<file path="src/rtl/seg_state_pkg.sv">
// Shared types, segment constants and decode helpers for the seven-segment state monitor.
package seg_state_pkg;

    localparam logic [1:0] ST_ATHENA = 2'd0;
    localparam logic [1:0] ST_BRAHMA = 2'd1;
    localparam logic [1:0] ST_CHRIST = 2'd2;
    localparam logic [1:0] ST_DEIMOS = 2'd3;

    localparam logic [6:0] SEG_ZERO  = 7'b1000000;
    localparam logic [6:0] SEG_ONE   = 7'b1111001;
    localparam logic [6:0] SEG_TWO   = 7'b0100100;
    localparam logic [6:0] SEG_THREE = 7'b0110000;
    localparam logic [6:0] SEG_BLANK = 7'b1111111;

    typedef enum logic {
        FSM_IDLE,
        FSM_LOCKED
    } fsm_t;

    typedef enum logic [1:0] {
        PAT_DIGIT,
        PAT_BLANK,
        PAT_UNKNOWN
    } pat_kind_t;

    typedef struct packed {
        pat_kind_t  kind;
        logic [1:0] code;
    } seg_decode_t;

    // Any move back to ATHENA is allowed since it is the machine's reset target.
    function automatic logic legal_transition(input logic [1:0] from_code, input logic [1:0] to_code);
        logic ok;
        ok = 1'b0;
        if (to_code == ST_ATHENA)
            ok = 1'b1;
        else
            case (from_code)
                ST_ATHENA: ok = (to_code == ST_BRAHMA) || (to_code == ST_CHRIST);
                ST_BRAHMA: ok = (to_code == ST_CHRIST);
                ST_CHRIST: ok = (to_code == ST_DEIMOS);
                ST_DEIMOS: ok = (to_code == ST_CHRIST);
                default:   ok = 1'b0;
            endcase
        return ok;
    endfunction

    function automatic seg_decode_t seg_decode(input logic [6:0] seg);
        seg_decode_t d;
        d.kind = PAT_UNKNOWN;
        d.code = ST_ATHENA;
        case (seg)
            SEG_ZERO:  begin d.kind = PAT_DIGIT; d.code = ST_ATHENA; end
            SEG_ONE:   begin d.kind = PAT_DIGIT; d.code = ST_BRAHMA; end
            SEG_TWO:   begin d.kind = PAT_DIGIT; d.code = ST_CHRIST; end
            SEG_THREE: begin d.kind = PAT_DIGIT; d.code = ST_DEIMOS; end
            SEG_BLANK: d.kind = PAT_BLANK;
            default:   d.kind = PAT_UNKNOWN;
        endcase
        return d;
    endfunction

endpackage

</file>
<file path="src/rtl/seg_state_monitor_if.sv">
// Observation bundle between the segment source/observer and the state monitor.
interface seg_state_monitor_if;

    logic [6:0] SEG;
    logic       clear;
    logic [1:0] state;
    logic       valid;
    logic       change;
    logic       illegal_transition;
    logic       illegal_pattern;
    logic [7:0] trans_count;

    modport master (
        output SEG, clear,
        input  state, valid, change, illegal_transition, illegal_pattern, trans_count
    );

    modport slave (
        input  SEG, clear,
        output state, valid, change, illegal_transition, illegal_pattern, trans_count
    );

endinterface

</file>
<file path="src/rtl/seg_stable_filter.sv">
// Two-flop synchroniser plus stability filter; strobes accept once per stable run.
module seg_stable_filter #(
    parameter int unsigned STABLE_CYCLES = 4,
    parameter int unsigned WIDTH         = 7
) (
    input  logic             clk,
    input  logic             rst_n,
    input  logic [WIDTH-1:0] din,
    output logic [WIDTH-1:0] pattern,
    output logic             accept
);

    localparam logic [7:0] STABLE = 8'(STABLE_CYCLES);

    logic [WIDTH-1:0] s1;
    logic [WIDTH-1:0] s2;
    logic [WIDTH-1:0] cand;
    logic [7:0]       cnt;
    logic [7:0]       cnt_next;
    logic             load;

    // Accept is decided from the counter's next value so the FSM acts on the same edge.
    always_comb begin
        load     = (s2 != cand);
        cnt_next = cnt;
        if (load)
            cnt_next = 8'd1;
        else if (cnt != STABLE)
            cnt_next = cnt + 8'd1;
        accept  = (cnt_next == STABLE) && (load || (cnt != STABLE));
        pattern = s2;
    end

    always_ff @(posedge clk or negedge rst_n) begin
        if (!rst_n) begin
            s1   <= '1;
            s2   <= '1;
            cand <= '1;
            cnt  <= '0;
        end else begin
            s1   <= din;
            s2   <= s1;
            cnt  <= cnt_next;
            if (load)
                cand <= s2;
        end
    end

endmodule

</file>
<file path="src/rtl/seg_state_monitor.sv">
// Decodes the filtered HEX0 pattern back to a state code and checks the transition graph.
module seg_state_monitor
    import seg_state_pkg::*;
#(
    parameter int unsigned STABLE_CYCLES = 4
) (
    input  logic          CLOCK_50,
    input  logic          RESET_N,
    seg_state_monitor_if.slave mon
);

    logic [6:0]  acc_pat;
    logic        accept;
    seg_decode_t dec;

    fsm_t        fsm_q, fsm_d;
    logic [1:0]  state_q, state_d;
    logic        valid_q;
    logic        change_q, change_d;
    logic        it_q, it_d;
    logic        ip_q, ip_d;
    logic [7:0]  count_q, count_d;
    logic        set_it, set_ip, inc;

    seg_stable_filter #(
        .STABLE_CYCLES (STABLE_CYCLES),
        .WIDTH         (7)
    ) u_filter (
        .clk     (CLOCK_50),
        .rst_n   (RESET_N),
        .din     (mon.SEG),
        .pattern (acc_pat),
        .accept  (accept)
    );

    always_comb begin
        fsm_d    = fsm_q;
        state_d  = state_q;
        change_d = 1'b0;
        set_it   = 1'b0;
        set_ip   = 1'b0;
        inc      = 1'b0;
        dec      = seg_decode(acc_pat);

        if (accept) begin
            case (fsm_q)
                FSM_IDLE: begin
                    case (dec.kind)
                        PAT_DIGIT: begin
                            state_d  = dec.code;
                            change_d = 1'b1;
                            fsm_d    = FSM_LOCKED;
                        end
                        PAT_UNKNOWN: set_ip = 1'b1;
                        default: ;
                    endcase
                end
                FSM_LOCKED: begin
                    case (dec.kind)
                        PAT_DIGIT: begin
                            if (dec.code != state_q) begin
                                state_d  = dec.code;
                                change_d = 1'b1;
                                if (legal_transition(state_q, dec.code))
                                    inc = 1'b1;
                                else
                                    set_it = 1'b1;
                            end
                        end
                        PAT_BLANK: fsm_d = FSM_IDLE;
                        default: begin
                            set_ip = 1'b1;
                            fsm_d  = FSM_IDLE;
                        end
                    endcase
                end
                default: fsm_d = FSM_IDLE;
            endcase
        end

        // Set/increment take priority over a coincident clear.
        it_d = set_it ? 1'b1 : (mon.clear ? 1'b0 : it_q);
        ip_d = set_ip ? 1'b1 : (mon.clear ? 1'b0 : ip_q);
        if (inc)
            count_d = (count_q == 8'hFF) ? count_q : count_q + 8'd1;
        else if (mon.clear)
            count_d = '0;
        else
            count_d = count_q;
    end

    always_ff @(posedge CLOCK_50 or negedge RESET_N) begin
        if (!RESET_N) begin
            fsm_q    <= FSM_IDLE;
            state_q  <= ST_ATHENA;
            valid_q  <= 1'b0;
            change_q <= 1'b0;
            it_q     <= 1'b0;
            ip_q     <= 1'b0;
            count_q  <= '0;
        end else begin
            fsm_q    <= fsm_d;
            state_q  <= state_d;
            valid_q  <= (fsm_d == FSM_LOCKED);
            change_q <= change_d;
            it_q     <= it_d;
            ip_q     <= ip_d;
            count_q  <= count_d;
        end
    end

    assign mon.state              = state_q;
    assign mon.valid              = valid_q;
    assign mon.change             = change_q;
    assign mon.illegal_transition = it_q;
    assign mon.illegal_pattern    = ip_q;
    assign mon.trans_count        = count_q;

endmodule
</file>
<file path="src/flat_wrapper.sv">
// flat-port wrapper written by rule: the top's interface ports become plain ports
module seg_state_monitor_flat import seg_state_pkg::*;
#(
    parameter int unsigned STABLE_CYCLES = 4
)
  (CLOCK_50, RESET_N, mon_SEG, mon_clear, mon_state, mon_valid, mon_change, mon_illegal_transition, mon_illegal_pattern, mon_trans_count);
  seg_state_monitor_if mon_i ();
  input  logic CLOCK_50;
  input  logic RESET_N;
  input wire logic [$bits(mon_i.SEG)-1:0] mon_SEG;
  input wire logic [$bits(mon_i.clear)-1:0] mon_clear;
  output wire logic [$bits(mon_i.state)-1:0] mon_state;
  output wire logic [$bits(mon_i.valid)-1:0] mon_valid;
  output wire logic [$bits(mon_i.change)-1:0] mon_change;
  output wire logic [$bits(mon_i.illegal_transition)-1:0] mon_illegal_transition;
  output wire logic [$bits(mon_i.illegal_pattern)-1:0] mon_illegal_pattern;
  output wire logic [$bits(mon_i.trans_count)-1:0] mon_trans_count;
  assign mon_i.SEG = mon_SEG;
  assign mon_i.clear = mon_clear;
  assign mon_state = mon_i.state;
  assign mon_valid = mon_i.valid;
  assign mon_change = mon_i.change;
  assign mon_illegal_transition = mon_i.illegal_transition;
  assign mon_illegal_pattern = mon_i.illegal_pattern;
  assign mon_trans_count = mon_i.trans_count;
  seg_state_monitor #(.STABLE_CYCLES(STABLE_CYCLES)) u_core (.CLOCK_50(CLOCK_50), .RESET_N(RESET_N), .mon(mon_i));
endmodule
</file>
<file path="config.mk">
export PLATFORM = sky130hd
export DESIGN_NAME = seg_state_monitor_flat
export DESIGN_NICKNAME = d
export VERILOG_FILES = /design/src/rtl/seg_state_pkg.sv /design/src/rtl/seg_state_monitor_if.sv /design/src/rtl/seg_stable_filter.sv /design/src/rtl/seg_state_monitor.sv /design/src/flat_wrapper.sv
export SDC_FILE = /design/constraint.sdc
export NUM_CORES = 1
export LEC_CHECK = 0
export CAP_MARGIN = 20
export CORE_MARGIN = 5
export CORE_UTILIZATION = 35
export DETAILED_ROUTE_END_ITERATION = 16
export GPL_ROUTABILITY_DRIVEN = 0
export HOLD_SLACK_MARGIN = 0.15
export SYNTH_ARGS = -nofsm -noshare
export SYNTH_HDL_FRONTEND = slang
export SYNTH_SLANG_ARGS = --single-unit
</file>
<file path="constraint.sdc">
create_clock -name CLOCK_50 -period 3.57 [get_ports CLOCK_50]
set_clock_uncertainty 0.1 [all_clocks]
set_input_delay 0.357 -clock CLOCK_50 [delete_from_list [all_inputs] [get_ports CLOCK_50]]
set_output_delay 0.357 -clock CLOCK_50 [all_outputs]
set_load 0.03 [all_outputs]
</file>
Word-level counts from Yosys, hierarchy flattened
Cells that the tools add are included.
Operators by class
  add/subtract/negate cells: 2
  multiply operators: 0
  divide/modulo/power cells: 0
  order comparisons: 0
  eq/ne operators: 22
  shift-type cells: 0
  muxes and demuxes: 39
  bitwise operators: 1
  reductions and logical operators: 14
Operators by type and width (count)
  $mux 8: 5
  $mux 1: 25
  $eq 7x7->1 const B: 3
  $add 8x1->8 const B: 2
  $eq 7x6->1 const B: 2
  $eq 2x2->1 const B: 5
  $eq 8x3->1 const B: 1
  $eq 8x8->1 const B: 1
  $ne 8x3->1 const B: 1
  $pmux 2 s2: 2
  $ne 7x7->1: 1
  $eq 2x1->1 const B: 3
  $logic_not 2->1: 3
  $mux 2: 3
  $ne 2x2->1 const B: 3
  $pmux 2 s3: 1
  $reduce_bool 2->1: 3
  $pmux 1 s2: 2
  $reduce_and 4->1: 1
  $reduce_or 2->1: 2
  $reduce_or 4->1: 1
  $pmux 1 s3: 1
  $logic_or 1x1->1: 2
  $ne 2x1->1 const B: 1
  4 further kinds: 4
Storage, ports and cells
  bits in registers: 43
  latch bits: 0
  RAM bits: 0
  bits in read-only memories: 0
  input bits: 10
  output and inout port bits: 14
  logic and storage cells: 88
  memories kept: 0

Logic depth before layout (Yosys ltp)
Gate-level depths: netlist (run 1).
  depth after elaboration: 17
  depth in mapped cells: 10
  gate-level depth less buffers: 9

Cells and area by module
From an unflattened synthesis (run 1), not the netlist that was laid out.
Second synthesis, totals
  cell total of the unflattened synthesis: 187
  area, all modules: 2050.7 um2
By module, submodules not included
  seg_stable_filter: instances 1, cells each 85, area an instance 1114.8 um2, seq. area each 752.0 um2
  seg_state_monitor: instances 1, cells each 102, area an instance 935.9 um2, seq. area each 350.3 um2

Least setup slack after synthesis (run 1)
OpenSTA, ideal clock, no wires.
  path type: register to register
  from: reg u_core.u_filter.s2[6], in the netlist u_core.u_filter.pattern[6]
  to: reg u_core.count_q[5], in the netlist u_core.mon.trans_count[5]
  library setup time: 0.126 ns
  data arrival time: 2.506 ns
  required time: 3.344 ns
  path slack: 0.838 ns
  cell stages (with the launch flop): 10
  buffers on the path: 0
  period minus slack after synthesis: 2.732 ns
  cells stage by stage: dfstp_2 and3_1 o2111ai_2 ha_1 nor2b_1 a211o_1 a21oi_1 a211o_1 nor3_1 a221o_1
On the way
  word-level cells in the longest chain between the ends: 17
  elaborated cells between the ends (all ways): 35
  those cells by class: eq/ne (12); mux (15); reduce/logical (8)
Ends and longest elaborated chain
  from (decl): line seg_stable_filter.sv:16  | logic [WIDTH-1:0] s2;
  from (signal assigned): line seg_stable_filter.sv:37  | s2 <= '1;
  from (signal assigned): line seg_stable_filter.sv:42  | s2 <= s1;
  $eq 7x6->1 or $eq 7x7->1 (tied branches): line seg_state_pkg.sv:52  | case (seg)
  $pmux 2 s3: line seg_state_pkg.sv:52
  $eq 2x1->1 or $eq 2x2->1 (tied branches): line seg_state_pkg.sv:39, seg_state_pkg.sv:40, seg_state_pkg.sv:42
  $logic_or 1x1->1: line seg_state_pkg.sv:39  | ST_ATHENA: ok = (to_code == ST_BRAHMA) || (to_code == ST_CHRIST);
  $pmux 1 s3: line seg_state_pkg.sv:38  | case (from_code)
  $mux 1: line seg_state_pkg.sv:35  | if (to_code == ST_ATHENA)
  $mux 1: line seg_state_monitor.sv:61  | if (dec.code != state_q) begin
  $mux 1: line seg_state_monitor.sv:59  | case (dec.kind)
  $mux 1: line seg_state_monitor.sv:46  | case (fsm_q)
  $mux 1: line seg_state_monitor.sv:45  | if (accept) begin
  $mux 1: line seg_state_monitor.sv:64  | if (legal_transition(state_q, dec.code))
  $mux 1: line seg_state_monitor.sv:61
  $mux 1: line seg_state_monitor.sv:59
  $mux 1: line seg_state_monitor.sv:46
  $mux 1 *: line seg_state_monitor.sv:45
  $ne 2x2->1 (no line) or $reduce_bool 2->1 (tied branches)
  $reduce_and 2->1 (no line)
  to (signal assigned): line seg_state_monitor.sv:108  | count_q <= count_d;
  to (decl): line seg_state_monitor.sv:22  | logic [7:0] count_q, count_d;
Mark *: on every way between the ends. The rest lies on a longest branch, timed or not. The select of a mux whose other input is x is not followed.
A chain may end at the register's enable or synchronous reset.

Final worst setup path (run 1)
Ends and elaborated chain as after synthesis.

==> results of run 1 <==
cell usage in the layout (no fill, tap or decap), types with 5 or more instances in the layout:
cell type        instances
o21ai_0                  5
dfrtp_1                 22
nor3_1                   9
a211oi_1                 5
ha_1                     6
nor2_1                  16
nand2_1                 11
a21oi_1                  5
xnor2_1                  9
clkdlybuf4s50_1         22
nand3_1                  8
clkbuf_8                 5
xor2_1                  10
a31oi_1                  5
dfstp_2                 21
inv_1                    5
registers in the layout (all words and copies together), names as in the netlist:
signal,cells
u_core.fsm_q,1
u_core.mon.change,1
u_core.mon.illegal_pattern,1
u_core.mon.illegal_transition,1
u_core.mon.state,2
u_core.mon.trans_count,8
u_core.u_filter.cand,7
u_core.u_filter.cnt,8
u_core.u_filter.pattern,7
u_core.u_filter.s1,7
where the power goes:
part           internal [mW]  switching [mW]
combinational         0.0174          0.0220
sequential             0.509          0.0112
clock                  0.212           0.178
metrics by stage:
step / hold slack, ns / setup slack (ns)
floorplan: -0.0386 / 0.838
global placement: 0.246 / 0.688
detailed placement: 0.247 / 0.553
CTS: 0.260 / 0.513
global route: 0.264 / 0.385
finish: 0.259 / 0.513
path summary, 6_finish.rpt:
path | slack [ns] | end | from | cells past startpoint
worst max-delay path | 0.51 | u_core.mon.trans_count[5]$_DFFE_PN0P_ | u_core.u_filter.pattern[6]$_DFF_PN1_ | 9
worst min-delay path | 0.26 | u_core.u_filter.pattern[6]$_DFF_PN1_ | u_core.u_filter.s1[6]$_DFF_PN1_ | 0
worst max register to register | 0.51 | u_core.mon.trans_count[5]$_DFFE_PN0P_ | u_core.u_filter.pattern[6]$_DFF_PN1_ | 9
worst min register to register | 0.26 | u_core.u_filter.pattern[6]$_DFF_PN1_ | u_core.u_filter.s1[6]$_DFF_PN1_ | 0
max in group asynchronous | 2.13 | u_core.mon.state[1]$_DFFE_PN0P_ | RESET_N | 2
min in group asynchronous | 0.65 | u_core.u_filter.cnt[5]$_DFF_PN0_ | RESET_N | 2
per-layer routing:
metal / up-vias / track usage
met5: - / 0
met4: 0 / 0.0365
met3: 3 / 0.0286
met2: 28 / 0.184
met1: 753 / 0.155
li1: 757 / -
cells by family (layout without fill, tap and decap cells):
logic type               count (synthesis)  after routing  synth area share
adder cells (fa/ha/maj)                  6              6            0.0343
buffers and inverters                   23             39            0.0515
AND/OR/NAND/NOR                         69             69             0.177
AO/OA/AOI/OAI                           42             42             0.156
flip-flops                              43             43             0.504
XOR/XNOR                                19             19            0.0761
final cells by class:
class	count	area [sq um]	share of cell area
clock buffer	5	68.8	0.0270
clock inverter	3	47.5	0.0187
inverter	7	26.3	0.0103
multi-input combinational	136	971	0.382
sequential	43	1100	0.433
tap	75	93.8	0.0369
timing repair buffer	24	235	0.0924
worst reg2reg max path, stage by stage, from the launching register on:
cell,delay (ns)
dfstp_2,0.60
and3_1,0.21
o2111ai_2,0.19
ha_1,0.34
nor2b_1,0.13
a211o_1,0.27
a21oi_1,0.38
a211o_1,0.34
nor3_1,0.08
a221o_1,0.31
timing repair:
| item | 4_1_cts | 5_1_grt |
|---|---|---|
| endpoints found under the hold margin | 22 | 0 |
| endpoints found under the setup margin | 0 | 0 |
| hold buffers | 1 | 0 |
==> out/results.md, run 1 <==
| Metric | Value |
| --- | --- |
| Post-synthesis cell type with the largest combined area | dfstp_2 |
| Cell-by-cell trace of the critical path | and3_1 > o2111ai_2 > ha_1 > nor2b_1 > a211o_1 > a21oi_1 > a211o_1 > nor3_1 > a221o_1 |
| Outcome | finished, final reports clean |
| Top Metal Used | met4 |
| Max-cap violations | 0 |
| Max Clock Freq | 327 MHz |
| Period utilisation layout | 0.856 |
| Core Region | 5990 sq um |
| Fin cells | 293 |
| Unrepaired setup endpoints after global routing | no |
| Post-synthesis average cell area | 10.8 sq um |
| CTS tree | done |
| Number of nets produced by synthesis | 218 |
| Global-route wire length before repair | 7140 um |
| Met3 Wirelength | 165 um |
| Critical Path Sink Type | flip-flop |
| TritonCTS sink count | 43 |
| Cell count after placement | 284 |
| Die width | 89.0 um |
| Crit path largest cell delay | 0.60 ns |
| Proportion of synthesized chip area in sequential cells | 0.504 |
| Signed area change from the synthesized netlist to the final layout | 16.4% |
| Antenna cell count | 0 |
| Final Cell Area | 2540 sq um |
| Netlist area before placement | 2190 sq um |
| Height of the chip | 89.0 um |
| Number of distinct library cells after synthesis | 56 |
| Final hold violation count | 0 |
| Clk slew on worst S/H paths | 0.09 ns |
| Relative slew slack | 0.357 |
| Std cell rows | 28 |
| Count of flip-flops with a built-in enable after synthesis | 0 |
| Async S/R FF share, synth | 1.00 |
| Cell at the slowest stage of the critical path | dfstp_2 |
| Cells resized by post-CTS repair | 0 |
| Largest net degree at the start of global routing | 44 |
| Category of the worst setup path launch point | flip-flop |
| Number of DRC violations after detailed routing | 0 |
| Family of cells with the greatest summed delay on the critical path | compound AO/OA/AOI/OAI gates |
| Most area-consuming cells after synthesis | dfstp_2, dfrtp_1, xor2_1 |
| Number of vias in the routed layout | 1541 |
| Worst-case vdd ir drop | 0.000308 V |
| Post-synthesis register bit count | 43 |
| Post-synth top area share | 0.252 |
| Warnings from Yosys | 0 |
| Cell repeated most along the worst path | a211o_1 |
| Routed wl met2 | 1870 um |
| Post-detailed-route wirelength per cell | 14.1 um |
| Latest clock arrival within the worst-skew pair | 0.30 ns |
| Initial core utilization | 0.365 |
| Global-route usage over all layers | 0.115 |
| Clock H-tree levels | 2 |
| Startpoint-to-endpoint class of the critical path | reg2reg |
| Minimum period implied by the final worst setup slack | 3.06 ns |
| Layout cells sized above 1 | 0.225 |
| Count of nets after finishing | 233 |
| Leakage dissipation | 1.02 nW |
| Deepest clock path buffer count | 2 |
| Worst min path class | reg2reg |
| Buffers inserted by post-CTS timing repair | 0 |
| Total CTS buffers | 5 |
| Quantity of I/O buffers inserted on ports | 23 |
| Vias/cell | 5.26 |
| Final total negative setup slack | 0 ns |
| Wire length after detailed routing | 4130 um |
| Detailed-placement wirelength estimate | 2960 um |
| Total of fill cells in the finished design | 580 |
| Number of violations reported at the end of detailed-routing iteration 0 | 56 |
| Final Max Tran Viols | 0 |
| Most repeated cell in the gate-level netlist after synthesis | dfrtp_1 |
| Overall Power | 0.950 mW |
| Grt total ovfl | 0 |
| Post-layout utilization of the core | 0.425 |
| Largest fanout of any net on the critical path | 8 |
| Most common flop cell mapped by yosys | dfrtp_1 |
| Routed Antenna Nets | 0 |
| Power Density | 373 nW/um^2 |
| Number of antenna violations at the first check in global routing | 0 |
| Number of endpoints failing setup at the final stage | 0 |
| Number of global-route vias before repair | 1518 |
| Worst-Margin Slew | 0.965 ns |
| Most used standard cells in the synthesized netlist | dfrtp_1, dfstp_2, nor2_1 |
| Die area | 7930 sq um |
| Synthesized netlist cell count | 202 |
| Routed met1 length | 2080 um |
| Cell at the root of the clock tree | clkbuf_8 |
| Number of optimization iterations in the first detailed-route pass | 4 |
| Crit path required time | 3.66 ns |
| IO Count | 24 |
| Bufs and invs on worst path | 0 |
| Cell area after placement | 2420 sq um |
| Critical path arrival | 3.15 ns |
(Power assumes the default switching activity.)
==> inputs of run 2 (changes only) <==
--- a/config.mk
+++ b/config.mk
@@ -8,6 +8,8 @@
 export CAP_MARGIN = 20
 export CORE_MARGIN = 5
 export CORE_UTILIZATION = 35
+export CTS_BUF_LIST = sky130_fd_sc_hd__clkbuf_4 sky130_fd_sc_hd__clkbuf_8 sky130_fd_sc_hd__clkbuf_16
+export CTS_CLUSTER_DIAMETER = 120
 export DETAILED_ROUTE_END_ITERATION = 16
 export GPL_ROUTABILITY_DRIVEN = 0
 export HOLD_SLACK_MARGIN = 0.15
==> results of run 2 <==
Same layout as run 1: the final DEF is identical, and so are final timing and power.
==> RTL change: new RTL, config.mk and constraints of run 2 <==
Reset style: synchronous (`RESET_N` and `rst_n`), changed in 2 clocked blocks.
--- a/src/rtl/seg_stable_filter.sv
+++ b/src/rtl/seg_stable_filter.sv
@@ -33,3 +33,3 @@
 
-    always_ff @(posedge clk or negedge rst_n) begin
+    always_ff @(posedge clk) begin
         if (!rst_n) begin
--- a/src/rtl/seg_state_monitor.sv
+++ b/src/rtl/seg_state_monitor.sv
@@ -91,3 +91,3 @@
 
-    always_ff @(posedge CLOCK_50 or negedge RESET_N) begin
+    always_ff @(posedge CLOCK_50) begin
         if (!RESET_N) begin
Formal check against the unedited RTL: differs if RESET_N is asserted again (counterexample within 10 cycles, from zero or initial values and one cycle with RESET_N low); with RESET_N held inactive, the same outputs for 10 cycles.
==> RTL change against run 2 <==
  * Largest cell class is now multi-input gates
  * Sequential cell count did not move
  * Highest routed layer unchanged
  * Final area fell by 6.4%
  * Worst setup slack improved by 190 ps
  * Area after synthesis fell by 11%
  * Critical endpoint is now u_core.mon.trans_count[2]
  * Wire length fell by 12%
  * Power rose by 1.1%
  * Synthesized cell count rose by 1.5%
==> RTL change: results <==
[synth]
synth_nets = 221
avgSynthCellArea_sq_um = 9.54
yosys.area_share.adder = 0.0384
synthArstFlopShare = 0
synth_xor_area_frac = 0.0851
synth_compound_area_frac = 0.0921

[power]
p_comb_mw = 0.0578
p_leak_nw = 0.815
p_int_mw = 0.750
power_mw = 0.960
pwr.group.clock_mw = 0.401

[sta]
hold_ws_ps = 310
fmax_mhz = 349
max_slew_margin = 0.665

[placement]
place_ws_ps = 721
placed_cells = 297

[critical_path]
worst-r2r-cell-count = 10
ff2ff_setup_slack_ps = 710
r2r_end = u_core.mon.trans_count[2]
cp_slowest_cell = o21ai_1

[global_route]
grt_pass1_vias = 1420
grt_max_degree = 27
met1_usage = 0.138
gr-usage-all-layers = 0.112
grt_use_met2 = 0.181

[layout]
seq_share = 0.362
non_clock_buffer_area_share = 0.0998
fin_cells = 305
clkbuf_count = 6
nFillCells = 548

[worst_hold_path]
worstHoldStart = u_core.u_filter.s1[2]
min_path_cells = 1

[outcome]
status = finished, final reports clean

[detailed_routing]
wl_met3_microns = 159
drt-met1-wl_microns = 1740
num_vias = 1478
## RTL change: cell types whose count changed in the layout (fill, tap and decap cells not counted), sizes merged, moves of 3 or more
| cell | run 2 | this run |
|---|---|---|
| a31oi | 5 | 2 |
| dfstp | 21 | 0 |
| a311oi | 3 | 0 |
| dfxtp | 0 | 43 |
| a211oi | 6 | 2 |
| nand4 | 2 | 6 |
| a21o | 5 | 0 |
| mux2i | 0 | 4 |
| a21oi | 6 | 9 |
| nor3 | 9 | 12 |
| nand2b | 2 | 23 |
| dfrtp | 22 | 0 |
## RTL change: cells by family (layout without fill, tap and decap cells)
kind of cell / after synthesis / count (layout)
XOR/XNOR: 19 / 19
flip-flops: 43 / 43
multiplexers: 5 / 5
buffers and inverters: 12 / 40
AND/OR/NAND/NOR: 93 / 93
adder cells (fa/ha/maj): 6 / 6
AO/OA/AOI/OAI: 27 / 27
